===== config.mk =====
export PLATFORM = sky130hd
export DESIGN_NAME = fir_out_quantizer_flat
export DESIGN_NICKNAME = d
export VERILOG_FILES = /design/src/rtl/fir_out_quantizer_if.sv /design/src/rtl/fir_out_quantizer.sv /design/src/flat_wrapper.sv
export SDC_FILE = /design/constraint.sdc
export NUM_CORES = 1
export LEC_CHECK = 0
export BUFFER_PORTS_ARGS = -buffer_cell sky130_fd_sc_hd__buf_2
export CAP_MARGIN = 10
export CELL_PAD_IN_SITES_DETAIL_PLACEMENT = 2
export CELL_PAD_IN_SITES_GLOBAL_PLACEMENT = 2
export CORE_UTILIZATION = 43
export CTS_BUF_LIST = sky130_fd_sc_hd__clkbuf_8
export DETAILED_ROUTE_END_ITERATION = 7
export GPL_TIMING_DRIVEN = 0
export PLACE_DENSITY_LB_ADDON = 0.1
export RECOVER_POWER = 100
export SYNTH_ARGS = -nofsm -noshare
export SYNTH_HDL_FRONTEND = slang
export SYNTH_SLANG_ARGS = --single-unit

===== constraint.sdc =====
create_clock -name clk -period 3.48 [get_ports clk]
set_input_delay 0.696 -clock clk [delete_from_list [all_inputs] [get_ports clk]]
set_output_delay 0.696 -clock clk [all_outputs]
set_load 0.02 [all_outputs]

===== src/rtl/fir_out_quantizer_if.sv =====
// Ready/valid bundle between the FIR output quantizer and its neighbours.
// The master drives the filter side and consumes samples; the slave is the quantizer.
interface fir_out_quantizer_if #(
  parameter int IN_W  = 29,
  parameter int OUT_W = 16
);
  logic                    in_valid;
  logic signed [IN_W-1:0]  fir_y;
  logic                    out_ready;
  logic                    out_valid;
  logic signed [OUT_W-1:0] out_data;

  modport master (
    output in_valid, fir_y, out_ready,
    input  out_valid, out_data
  );

  modport slave (
    input  in_valid, fir_y, out_ready,
    output out_valid, out_data
  );
endinterface


===== src/rtl/fir_out_quantizer.sv =====
// Realigns the FIR valid strobe, rounds/saturates the 29-bit result to 16 bits and
// buffers it in a small FIFO behind a ready/valid handshake, counting saturations and drops.
module fir_out_quantizer #(
  parameter int IN_W    = 29,
  parameter int OUT_W   = 16,
  parameter int SHIFT   = 13,
  parameter int LATENCY = 16,
  parameter int FIFO_D  = 4
) (
  input  logic                clk,
  input  logic                rst_n,
  fir_out_quantizer_if.slave  bus,
  output logic [15:0]         sat_count,
  output logic [15:0]         drop_count,
  output logic                fifo_full
);

  localparam int PTR_W = $clog2(FIFO_D);

  localparam logic signed [IN_W:0] RND_C =
    {{(IN_W+1-SHIFT){1'b0}}, 1'b1, {(SHIFT-1){1'b0}}};
  localparam logic signed [IN_W:0] MAX_C =
    {{(IN_W+2-OUT_W){1'b0}}, {(OUT_W-1){1'b1}}};
  localparam logic signed [IN_W:0] MIN_C =
    {{(IN_W+2-OUT_W){1'b1}}, {(OUT_W-1){1'b0}}};
  localparam logic [PTR_W:0]   DEPTH_C   = (PTR_W+1)'(FIFO_D);
  localparam logic [PTR_W:0]   OCC_ONE_C = (PTR_W+1)'(1);
  localparam logic [PTR_W-1:0] PTR_ONE_C = PTR_W'(1);
  localparam logic [15:0]      CNT_MAX_C = 16'hFFFF;

  logic [LATENCY-1:0]      r_vld;
  logic                    r_s1_vld;
  logic signed [IN_W:0]    r_s1;
  logic                    r_s2_vld;
  logic [OUT_W-1:0]        r_s2;
  logic [OUT_W-1:0]        r_mem [FIFO_D];
  logic [PTR_W-1:0]        r_wr_ptr;
  logic [PTR_W-1:0]        r_rd_ptr;
  logic [PTR_W:0]          r_occ;
  logic [15:0]             r_sat_cnt;
  logic [15:0]             r_drop_cnt;

  logic signed [IN_W:0]    w_ext;
  logic signed [IN_W:0]    w_sum;
  logic signed [IN_W:0]    w_rnd;
  logic [OUT_W-1:0]        w_q;
  logic                    w_sat;
  logic                    w_not_empty;
  logic                    w_pop;
  logic                    w_push;
  logic                    w_drop;

  assign w_ext = $signed({bus.fir_y[IN_W-1], bus.fir_y});
  assign w_sum = w_ext + RND_C;
  assign w_rnd = w_sum >>> SHIFT;

  // Clamp the rounded value into the signed output range.
  always_comb begin
    w_sat = 1'b0;
    w_q   = r_s1[OUT_W-1:0];
    if (r_s1 > MAX_C) begin
      w_sat = 1'b1;
      w_q   = {1'b0, {(OUT_W-1){1'b1}}};
    end else if (r_s1 < MIN_C) begin
      w_sat = 1'b1;
      w_q   = {1'b1, {(OUT_W-1){1'b0}}};
    end else begin
      w_q   = r_s1[OUT_W-1:0];
    end
  end

  // A full FIFO still accepts a write when the head leaves on the same edge.
  assign w_not_empty = (r_occ != '0);
  assign w_pop       = w_not_empty && bus.out_ready;
  assign w_push      = r_s2_vld && ((r_occ < DEPTH_C) || w_pop);
  assign w_drop      = r_s2_vld && !w_push;

  // Valid alignment, rounding and saturation pipeline.
  always_ff @(posedge clk) begin
    if (!rst_n) begin
      r_vld    <= '0;
      r_s1_vld <= 1'b0;
      r_s1     <= '0;
      r_s2_vld <= 1'b0;
      r_s2     <= '0;
    end else begin
      r_vld    <= {r_vld[LATENCY-2:0], bus.in_valid};
      r_s1_vld <= r_vld[LATENCY-1];
      if (r_vld[LATENCY-1]) r_s1 <= w_rnd;
      r_s2_vld <= r_s1_vld;
      if (r_s1_vld) r_s2 <= w_q;
    end
  end

  // FIFO storage; contents are qualified by occupancy, so no reset is needed.
  always_ff @(posedge clk) begin
    if (w_push) r_mem[r_wr_ptr] <= r_s2;
  end

  // FIFO pointers, occupancy and sticky event counters.
  always_ff @(posedge clk) begin
    if (!rst_n) begin
      r_wr_ptr   <= '0;
      r_rd_ptr   <= '0;
      r_occ      <= '0;
      r_sat_cnt  <= 16'h0000;
      r_drop_cnt <= 16'h0000;
    end else begin
      if (w_push) r_wr_ptr <= r_wr_ptr + PTR_ONE_C;
      if (w_pop)  r_rd_ptr <= r_rd_ptr + PTR_ONE_C;
      case ({w_push, w_pop})
        2'b10:   r_occ <= r_occ + OCC_ONE_C;
        2'b01:   r_occ <= r_occ - OCC_ONE_C;
        default: r_occ <= r_occ;
      endcase
      if (r_s1_vld && w_sat && (r_sat_cnt != CNT_MAX_C))
        r_sat_cnt <= r_sat_cnt + 16'd1;
      if (w_drop && (r_drop_cnt != CNT_MAX_C))
        r_drop_cnt <= r_drop_cnt + 16'd1;
    end
  end

  assign bus.out_valid = w_not_empty;
  assign bus.out_data  = w_not_empty ? $signed(r_mem[r_rd_ptr]) : '0;
  assign fifo_full     = (r_occ == DEPTH_C);
  assign sat_count     = r_sat_cnt;
  assign drop_count    = r_drop_cnt;

endmodule


===== src/flat_wrapper.sv =====
// flat-port wrapper written by rule: the top's interface ports become plain ports
module fir_out_quantizer_flat 
#(
  parameter int IN_W    = 29,
  parameter int OUT_W   = 16,
  parameter int SHIFT   = 13,
  parameter int LATENCY = 16,
  parameter int FIFO_D  = 4
)
  (clk, rst_n, sat_count, drop_count, fifo_full, bus_in_valid, bus_fir_y, bus_out_ready, bus_out_valid, bus_out_data);
  fir_out_quantizer_if #(.IN_W(IN_W), .OUT_W(OUT_W)) bus_i ();
  input  logic clk;
  input  logic rst_n;
  output logic [15:0] sat_count;
  output logic [15:0] drop_count;
  output logic fifo_full;
  input wire logic [$bits(bus_i.in_valid)-1:0] bus_in_valid;
  input wire logic [$bits(bus_i.fir_y)-1:0] bus_fir_y;
  input wire logic [$bits(bus_i.out_ready)-1:0] bus_out_ready;
  output wire logic [$bits(bus_i.out_valid)-1:0] bus_out_valid;
  output wire logic [$bits(bus_i.out_data)-1:0] bus_out_data;
  assign bus_i.in_valid = bus_in_valid;
  assign bus_i.fir_y = bus_fir_y;
  assign bus_i.out_ready = bus_out_ready;
  assign bus_out_valid = bus_i.out_valid;
  assign bus_out_data = bus_i.out_data;
  fir_out_quantizer #(.IN_W(IN_W), .OUT_W(OUT_W), .SHIFT(SHIFT), .LATENCY(LATENCY), .FIFO_D(FIFO_D)) u_core (.clk(clk), .rst_n(rst_n), .bus(bus_i), .sat_count(sat_count), .drop_count(drop_count), .fifo_full(fifo_full));
endmodule

Word-level counts from Yosys, hierarchy flattened
Memory sizes are Yosys's and may differ from the RTL's. A register that Yosys moved wholly into a read port is not among the register bits.
Index checks and enable logic that the tools add are counted.
Cells by class
  $add $sub $neg: 7
  magnitude comparators: 3
  eq/ne operators: 5
  muxes and demuxes: 10
  reductions and logical operators: 10
Operator list (count)
  16-bit 2-to-1 mux: 3
  16-bit by 1-bit adder with 16-bit output (second input constant): 2
  16-bit != test (second input constant): 2
  29-bit by 14-bit adder with 30-bit output (second input constant): 1
  17-bit by 16-bit > comparator with 1-bit output (second input constant): 1
  17-bit by 16-bit < comparator with 1-bit output (second input constant): 1
  1-bit logical AND: 6
  3-bit one-hot mux with 2 select lines: 1
  2-bit by 1-bit adder with 2-bit output (second input constant): 2
  1-bit 2-to-1 mux: 4
  2-bit 2-to-1 mux: 2
  3-bit by 1-bit adder with 3-bit output (second input constant): 1
  3-bit equality test (second input constant): 1
  3-bit < comparator (second input constant): 1
  3-bit nonzero test: 1
  3-bit by 1-bit subtractor with 3-bit output (second input constant): 1
  2-bit by 1-bit equality test with 1-bit output (second input constant): 1
  2-bit equality test (second input constant): 1
  2-bit nonzero test: 1
  1-bit zero test: 1
  1-bit logical OR: 1
Storage, ports and cells
  flip-flop bits (word level): 90
  memory bits (writable): 64
  input bits: 33
  logic and storage cells: 46
  memories kept: 1
Memories
  u_core.r_mem: words 4, bits a word 16, rd ports 1, clocked after memory_dff 1, wr ports 1, RTL line fir_out_quantizer.sv:36  | logic [OUT_W-1:0] r_mem [FIFO_D];

Longest topological paths before layout
Gate-level depths: netlist of run 1.
  depth in word-level cells: 7
  gate-level depth with buffers: 9

Least setup slack after synthesis of run 1
No wires, ideal clock.
  path type: input -> register
  from: input bus_out_ready
  to: register u_core.r_occ[2]
  data arrival time: 2257 ps
  data required time: 3410 ps
  slack: 1152 ps
  cell stages on the path: 9
  buffers on the path: 0
  cells stage by stage: nand2b_1 and2_1 inv_1 ha_1 inv_1 fa_1 xor2_1 or3_1 a21oi_1
Between the ends
  longest elaborated chain between the ends: 5
  elaborated cells between the ends (all ways): 7
  classes of those cells: eq/ne: 2; mux: 1; reduce/logical: 4
Ends and longest elaborated chain
  start: declaration: RTL line flat_wrapper.sv:19  | input wire logic [$bits(bus_i.out_ready)-1:0] bus_out_ready;
  1-bit logical AND *: RTL line fir_out_quantizer.sv:74  | assign w_pop = w_not_empty && bus.out_ready;
  1-bit logical OR: RTL line fir_out_quantizer.sv:75  | assign w_push = r_s2_vld && ((r_occ < DEPTH_C) || w_pop);
  1-bit logical AND: RTL line fir_out_quantizer.sv:75
  2-bit by 1-bit equality test with 1-bit output or 2-bit equality test (tied branches): RTL line fir_out_quantizer.sv:111  | case ({w_push, w_pop})
  3-bit one-hot mux with 2 select lines or 2-bit nonzero test (tied branches)
  end signal: assignment: RTL line fir_out_quantizer.sv:112  | 2'b10: r_occ <= r_occ + OCC_ONE_C;
  end signal: assignment: RTL line fir_out_quantizer.sv:113  | 2'b01: r_occ <= r_occ - OCC_ONE_C;
  end signal: assignment: RTL line fir_out_quantizer.sv:114  | default: r_occ <= r_occ;
  end: declaration: RTL line fir_out_quantizer.sv:39  | logic [PTR_W:0] r_occ;
Every way passes the cells marked *; elsewhere a longest branch is shown, timed or not.
A chain may end at the register's enable or synchronous reset.

==> results of run 1 <==
-- layer usage --
metal / vias to the layer above / part of all wire (%) / GRT usage, %
met2: 115 / 52 / 46.05
li1: 2346 / - / -
met4: 0 / 2.0 / 8.292
met5: - / 0 / 0
met1: 2589 / 43 / 29.89
met3: 29 / 3.0 / 4.333
-- power by group through the flow --
stage,sequential [µW],combinational [µW],clock (µW)
finish,1890,78.7,1540
global route,1890,85.2,1620
CTS,1890,80.2,1570
detailed placement,1930,78.8,0
global placement,1930,74.1,0
floorplan,1930,35.4,0
-- final timing paths --
path / cells past startpoint / slack [ns] / end / startpoint
worst max-delay path: 5 / 0.35 / bus_out_data[7] / register
worst min-delay path: 2 / 0.44 / u_core.r_vld[0] / bus_in_valid
worst max register to register: 9 / 0.96 / u_core.r_occ[2] / u_core.r_occ[2]
worst min register to register: 1 / 0.44 / u_core.r_vld[10] / u_core.r_vld[9]
-- metrics by stage --
step                      setup WS (ns)  cells  util [%]  power (µW)
final                            0.3547    868     51.35        3502
after global routing             0.1884    868     51.35        3597
after detailed placement         0.7736    836     48.81        2009
after global placement           0.8637    836     48.81        2004
after CTS                        0.2582    868     51.86        3533
after floorplan                   1.152    582         -        1965
-- Yosys cell counts (all sizes together) (2+ instances only) --
master   number  area [µm²]
o31ai         4       30.03
inv          19       71.32
nand3b        3       22.52
and3         10       62.56
a31oi        21       131.4
buf           5       25.02
and2         38       237.7
xnor2        10       87.58
o41ai         4       35.03
o31a          3       26.28
nor2         19       71.32
o21a          3       22.52
nand4        10       92.59
clkbuf       29       108.9
dfxtp        92        1842
and4b         2       20.02
ha            8       100.1
a21oi        19       95.09
and4          6       52.55
mux2i        14       140.1
mux4         16       360.4
nand3        20       117.6
or4           5       41.29
nand2        39       146.4
nor4          6       37.54
nor3          8       40.04
or3           8       52.55
edfxtp       64        1922
a211oi       12       90.09
o21ai        49       245.2
nand2b       11       68.82
o211ai        2       15.01
xor2          7       61.31
a2111oi       3       26.28
o311ai        2       17.52
-- layout by cell type, fill, tap and decap left out, types with 3 or more instances in the layout --
| cell | Yosys | routed |
|---|---|---|
| nor4_1 | 6 | 6 |
| dfxtp_1 | 92 | 92 |
| o21a_1 | 3 | 3 |
| nand4_1 | 8 | 8 |
| clkbuf_1 | 29 | 82 |
| and2_1 | 37 | 23 |
| nand3_1 | 18 | 19 |
| mux4_2 | 16 | 16 |
| o21ai_0 | 49 | 49 |
| ha_1 | 8 | 8 |
| a31oi_1 | 21 | 21 |
| nand3b_1 | 3 | 3 |
| inv_1 | 19 | 19 |
| and2_0 | 1 | 15 |
| xor2_1 | 7 | 7 |
| o31ai_1 | 4 | 4 |
| o31a_1 | 3 | 3 |
| clkinv_4 | 0 | 3 |
| buf_2 | 5 | 22 |
| nand2_1 | 39 | 39 |
| a2111oi_0 | 3 | 3 |
| o41ai_1 | 4 | 4 |
| edfxtp_1 | 64 | 64 |
| clkbuf_8 | 0 | 19 |
| or4_1 | 4 | 5 |
| nor3_1 | 8 | 8 |
| and4_1 | 6 | 6 |
| nand2b_1 | 11 | 11 |
| nor2_1 | 19 | 19 |
| and3_1 | 10 | 10 |
| or3_1 | 6 | 6 |
| a211oi_1 | 12 | 12 |
| mux2i_1 | 14 | 14 |
| a21oi_1 | 19 | 19 |
| bufinv_16 | 0 | 4 |
| xnor2_1 | 10 | 10 |
-- flip-flops by register name (all words and copies together) (netlist names), named ones only --
name,cells
u_core.r_mem,64
u_core.r_s1,17
u_core.drop_count,16
u_core.r_s2,16
u_core.r_vld,16
u_core.sat_count,16
u_core.r_occ,3
u_core.r_rd_ptr,2
u_core.r_wr_ptr,2
u_core.r_s1_vld,1
u_core.r_s2_vld,1
-- cell type report --
class | instances | area, µm²
Inverter | 19 | 71.32
Sequential cell | 156 | 3764
Timing Repair Buffer | 70 | 286.5
Multi-Input combinational cell | 373 | 2644
Tap cell | 184 | 230.2
Clock inverter | 13 | 187.7
Clock buffer | 19 | 261.5
Buffer | 34 | 131.4
Fill cell | 1529 | 7178
-- cell families (layout without fill, tap and decap cells) --
| group | after synthesis | count (layout) | share of synthesized area [%] |
|---|---|---|---|
| simple gates | 190 | 190 | 16.67 |
| xor+xnor | 17 | 17 | 2.249 |
| flops | 156 | 156 | 56.84 |
| compound gates | 127 | 127 | 11.77 |
| buf+inv | 53 | 155 | 3.099 |
| mux | 30 | 30 | 7.559 |
| fa+ha+maj | 9 | 9 | 1.814 |
-- critical path, delay by kind of cell (launching register included) --
family        cells  cell delay, ns
flops             1            0.33
buf+inv           3            1.04
mux               1            0.41
simple gates      1            0.18
==> metrics.csv, run 1 <==
stage,metric,value,unit
timing,Max Freq,320.0,MHz
timing,Tcrit/Tclk final,89.81,%
timing,Hold WS,0.4391,ns
cts,Num CTS Buffers,17,
drt,Total Wirelength,19150,µm
cts,Clock Sinks,156,
power,Net Sw Power,767.5,µW
drt,Vias/cell,5.851,
timing,Final Slew Violations,0,
worst_setup_path,Slowest cell on crit path,clkbuf_1,
global_route,largest net degree at the start of global routing,17,
cts,clock slew at reported path FFs,0.09,ns
cells_and_area,final instance area,0.007576,mm²
cells_and_area,share of layout cells above drive strength 1,10.96,%
die,core box area,0.01475,mm²
global_route,vias in the first global route,5502,
die,num rows,44,
cts,H-tree level count,4,
timing,Final Hold Viols,0,
die,Total Die Area,0.01590,mm²
global_route,total gr overflow,0,
drt,Starting DRT DRC Count,210,
worst_setup_path,Worst EP required,2.78,ns
synth,"Top FF cell, synth",dfxtp_1,
timing,final setup vio count,0,
cts,# Post-CTS Setup Buffers,0,
synth,asr flop ratio synth,0,%
timing,max_slew headroom,34.23,%
drt,DR WL/cell,22.06,µm
synth,Yosys reg bits,156,
die,IO Count,83,
cts,root buf cell,clkbuf_8,
synth,post-synthesis sequential area ratio,56.84,%
timing,unrepaired setup endpoints after global routing,false,
job,max cap viols,0,
power,Switching Fraction,21.92,%
global_route,total track usage,25.20,%
synth,"EDFF count, synth",64,
worst_setup_path,most frequent cell on the critical path,clkbuf_1,
global_route,initial antenna violation count,0,
worst_setup_path,"Critical Path, Cell by Cell","clkbuf_1, clkbuf_1, mux4_2, and2_1, clkbuf_1",
cells_and_area,Layout area overhead,14.42,%
worst_setup_path,CP arrival,2.43,ns
synth,Mapped Area,0.006621,mm²
placement,port bufs,70,
timing,setup TNS,0,ns
die,Die W,126.1,µm
power,Clock power frac,43.9,%
synth,Syn Nets,624,
worst_setup_path,Max Fanout on Critical Path,10,
cts,clock tree buffer depth,2,
cts,worst skew pair latency,0.47,ns
placement,Post-DP HPWL,13460,µm
worst_setup_path,Crit. End Element,output pin,
timing,worst clock skew,0.01399,ns
drt,DR vias,5079,
synth,Synth warnings,0,
timing,crit path time final,3.125,ns
outcome,status,finished clean,
power,Lkg Pwr,0.002561,µW
timing,Worst-Margin Slew,0.9790,ns
synth,Mapped Cells,582,
power,Max VDD drop,0.2239,mV
synth,Mapped Avg Cell Area,11.38,µm²
synth,Synth cell types,52,
cts,hold buffers post-CTS,0,
hold_path,Worst Hold Class,input port to register,
placement,RePlAce Congestion,0.7783,
power,Pwr per Cell Area,462.2,mW/mm²
drt,TritonRoute pass-1 iters,4,
power,register share of total power,53.9,%
global_route,first-pass GRT wire length,30500,µm
cells_and_area,Nets,713,
worst_setup_path,CP startpoint kind,register,
power,Internal,2734,µW
die,Initial Util,44.88,%
drt,antenna-violating nets left,0,
drt,Post-route DRC,0,
worst_setup_path,CP Class,register to output pin,
cts,CTS tree,done,
power,Comb pwr share,2.2,%
die,chip height,126.1,µm
worst_setup_path,crit-path max cell delay,0.53,ns
cts,CTS resizes,0,
placement,Area after DPL,0.007202,mm²
cells_and_area,n_diodes,0,
No activity file was read; power rests on OpenSTA's default activity.
==> inputs of run 2 (changes only) <==
Settings changed: REMOVE_ABC_BUFFERS from default to 1.
==> metrics.csv, run 2 (same netlist as run 1, synthesis figures left out) <==
stage,metric,value,unit,change
outcome,status,finished clean,,
cts,clock tree buffer depth,2,,unchanged
global_route,met2 Use GR,41.73,%,-4.3 points
cells_and_area,largest register by flop count,u_core.r_mem,,
cts,worst skew pair latency,0.44,ns,-0.03 ns
cells_and_area,share of layout cells above drive strength 1,11.67,%,+0.71 points
timing,Worst-Margin Slew,1.156,ns,+0.1765 ns
placement,RePlAce Congestion,0.7286,,-6.4%
global_route,busiest grt layer,met2,,
worst_setup_path,Worst EP required,2.78,ns,about the same
cells_and_area,biggest regs,"u_core.r_mem x64, u_core.r_s1 x17",,
global_route,vias in the first global route,5170,,-6.0%
die,chip height,126.1,µm,unchanged
drt,antenna-violating nets left,0,,unchanged
cells_and_area,final core utilization,50.47,%,-0.87 points
drt,DR vias,4745,,-6.6%
cells_and_area,# fillers,1505,,-1.6%
cts,CTS resizes,0,,unchanged
die,num rows,44,,unchanged
placement,Post-DP HPWL,11610,µm,-14%
global_route,met3 GRT Util,4.376,%,+0.042 points
worst_setup_path,"Critical Path, Cell by Cell","mux4_2, and2_0, buf_2",,
cts,clock slew at reported path FFs,0.08,ns,about the same
drt,Total Wirelength,17350,µm,-9.4%
drt,DR WL/cell,20.78,µm,-5.8%
die,Initial Util,44.88,%,unchanged
placement,port bufs,70,,unchanged
cells_and_area,Reg area,0.003764,mm²,unchanged
cts,Num CTS Buffers,17,,unchanged
timing,Max Freq,314.1,MHz,-1.8%
timing,worst clock skew,0.01002,ns,-0.003968 ns
global_route,largest net degree at the start of global routing,81,,+64
cts,CTS tree,done,,
worst_setup_path,reg2reg setup slack,0.71,ns,-0.25 ns
drt,Vias/cell,5.683,,-2.9%
cells_and_area,"most common cell after layout, fill and taps aside",dfxtp_1,,
die,core box area,0.01475,mm²,unchanged
worst_setup_path,crit-path max cell delay,1.04,ns,+0.51 ns
worst_setup_path,reg-to-reg startpoint,u_core.r_occ[2],,
job,max cap viols,0,,unchanged
die,IO Count,83,,unchanged
power,Max VDD drop,0.2223,mV,-0.71%
timing,Hold WS,0.4381,ns,-0.0009770 ns
cells_and_area,max reg flops,64,,unchanged
worst_setup_path,CP arrival,2.49,ns,+0.06 ns
cells_and_area,most frequent cells in the layout,"92 x dfxtp_1, 64 x edfxtp_1, 49 x o21ai_0",,
cts,H-tree level count,4,,unchanged
die,Die W,126.1,µm,unchanged
drt,Starting DRT DRC Count,262,,+25%
cells_and_area,n_diodes,0,,unchanged
power,Lkg Pwr,0.002531,µW,-1.2%
timing,max_slew headroom,22.88,%,-11 points
drt,Post-route DRC,0,,unchanged
worst_setup_path,Crit. End Element,output pin,,
timing,final setup vio count,0,,unchanged
hold_path,Worst Hold Class,register to register,,
timing,crit path time final,3.184,ns,+0.05863 ns
cts,# Post-CTS Setup Buffers,0,,unchanged
cts,root buf cell,clkbuf_8,,
cells_and_area,Nets,680,,-4.6%
cells_and_area,area of the multi-input gates,0.002644,mm²,unchanged
global_route,initial antenna violation count,0,,unchanged
global_route,total track usage,23.51,%,-1.7 points
worst_setup_path,CP Class,register to output pin,,
cts,Clock Sinks,156,,unchanged
worst_setup_path,Max Fanout on Critical Path,16,,+6
worst_setup_path,Slowest cell on crit path,dfxtp_1,,
global_route,first-pass GRT wire length,28430,µm,-6.8%
power,Pwr per Cell Area,457.7,mW/mm²,-0.98%
timing,Tcrit/Tclk final,91.49,%,+1.7 points
cells_and_area,Layout area overhead,12.47,%,
timing,Final Slew Violations,0,,unchanged
hold_path,hold path start,u_core.r_vld[8],,
cts,hold buffers post-CTS,0,,unchanged
timing,Final Hold Viols,0,,unchanged
global_route,total gr overflow,0,,unchanged
die,Total Die Area,0.01590,mm²,unchanged
timing,unrepaired setup endpoints after global routing,false,,
timing,setup TNS,0,ns,unchanged
worst_setup_path,CP startpoint kind,register,,
global_route,met1 usage,29.27,%,-0.62 points
drt,TritonRoute pass-1 iters,4,,unchanged
[run 2: layout make-up]
type	instances	share of cell area, %
clock buffer	18	3.327
clock inverter	14	2.386
inverter	19	0.9577
multi-input combinational	373	35.50
sequential	156	50.54
tap	184	3.091
timing repair buffer	71	4.200
[run 2: routing by layer]
| layer | wire length (µm) | part of all wire (%) |
|---|---|---|
| met5 | 0 | 0 |
| met1 | 7623 | 44 |
| met4 | 110 | 0.63 |
| met2 | 9145 | 53 |
| met3 | 469 | 2.7 |
[run 2: metrics by stage]
step | power, µW | setup WS [ns] | instance area [µm²] | std cells
after floorplan | 1955 | 1.115 | 6487 | 548
after global placement | 1994 | 0.2060 | 7068 | 802
after detailed placement | 1999 | 0.04114 | 7068 | 802
after CTS | 3444 | 0.2035 | 7493 | 834
after global routing | 3524 | 0.06830 | 7447 | 835
final | 3409 | 0.2960 | 7447 | 835
[run 2: final timing paths]
check | to | depth (start not counted)
worst max-delay path | bus_out_data[15] | 3
worst min-delay path | u_core.r_vld[9] | 1
worst max register to register | u_core.r_occ[2] | 8
worst min register to register | u_core.r_vld[9] | 1
[run 2: critical path, delay by kind of cell, from the launching register on]
kind | cells | cell delay, ns
multiplexers | 1 | 0.61
AND/OR/NAND/NOR | 1 | 0.21
buffers and inverters | 1 | 0.18
flip-flops | 1 | 1.04
[run 2: report_power, final]
group	leakage [µW]	switching (µW)	internal (µW)
clock network	0.000211	663	789
logic	0.000915	46.0	23.7
registers	0.00141	0.327	1890
total	0.00253	709	2700
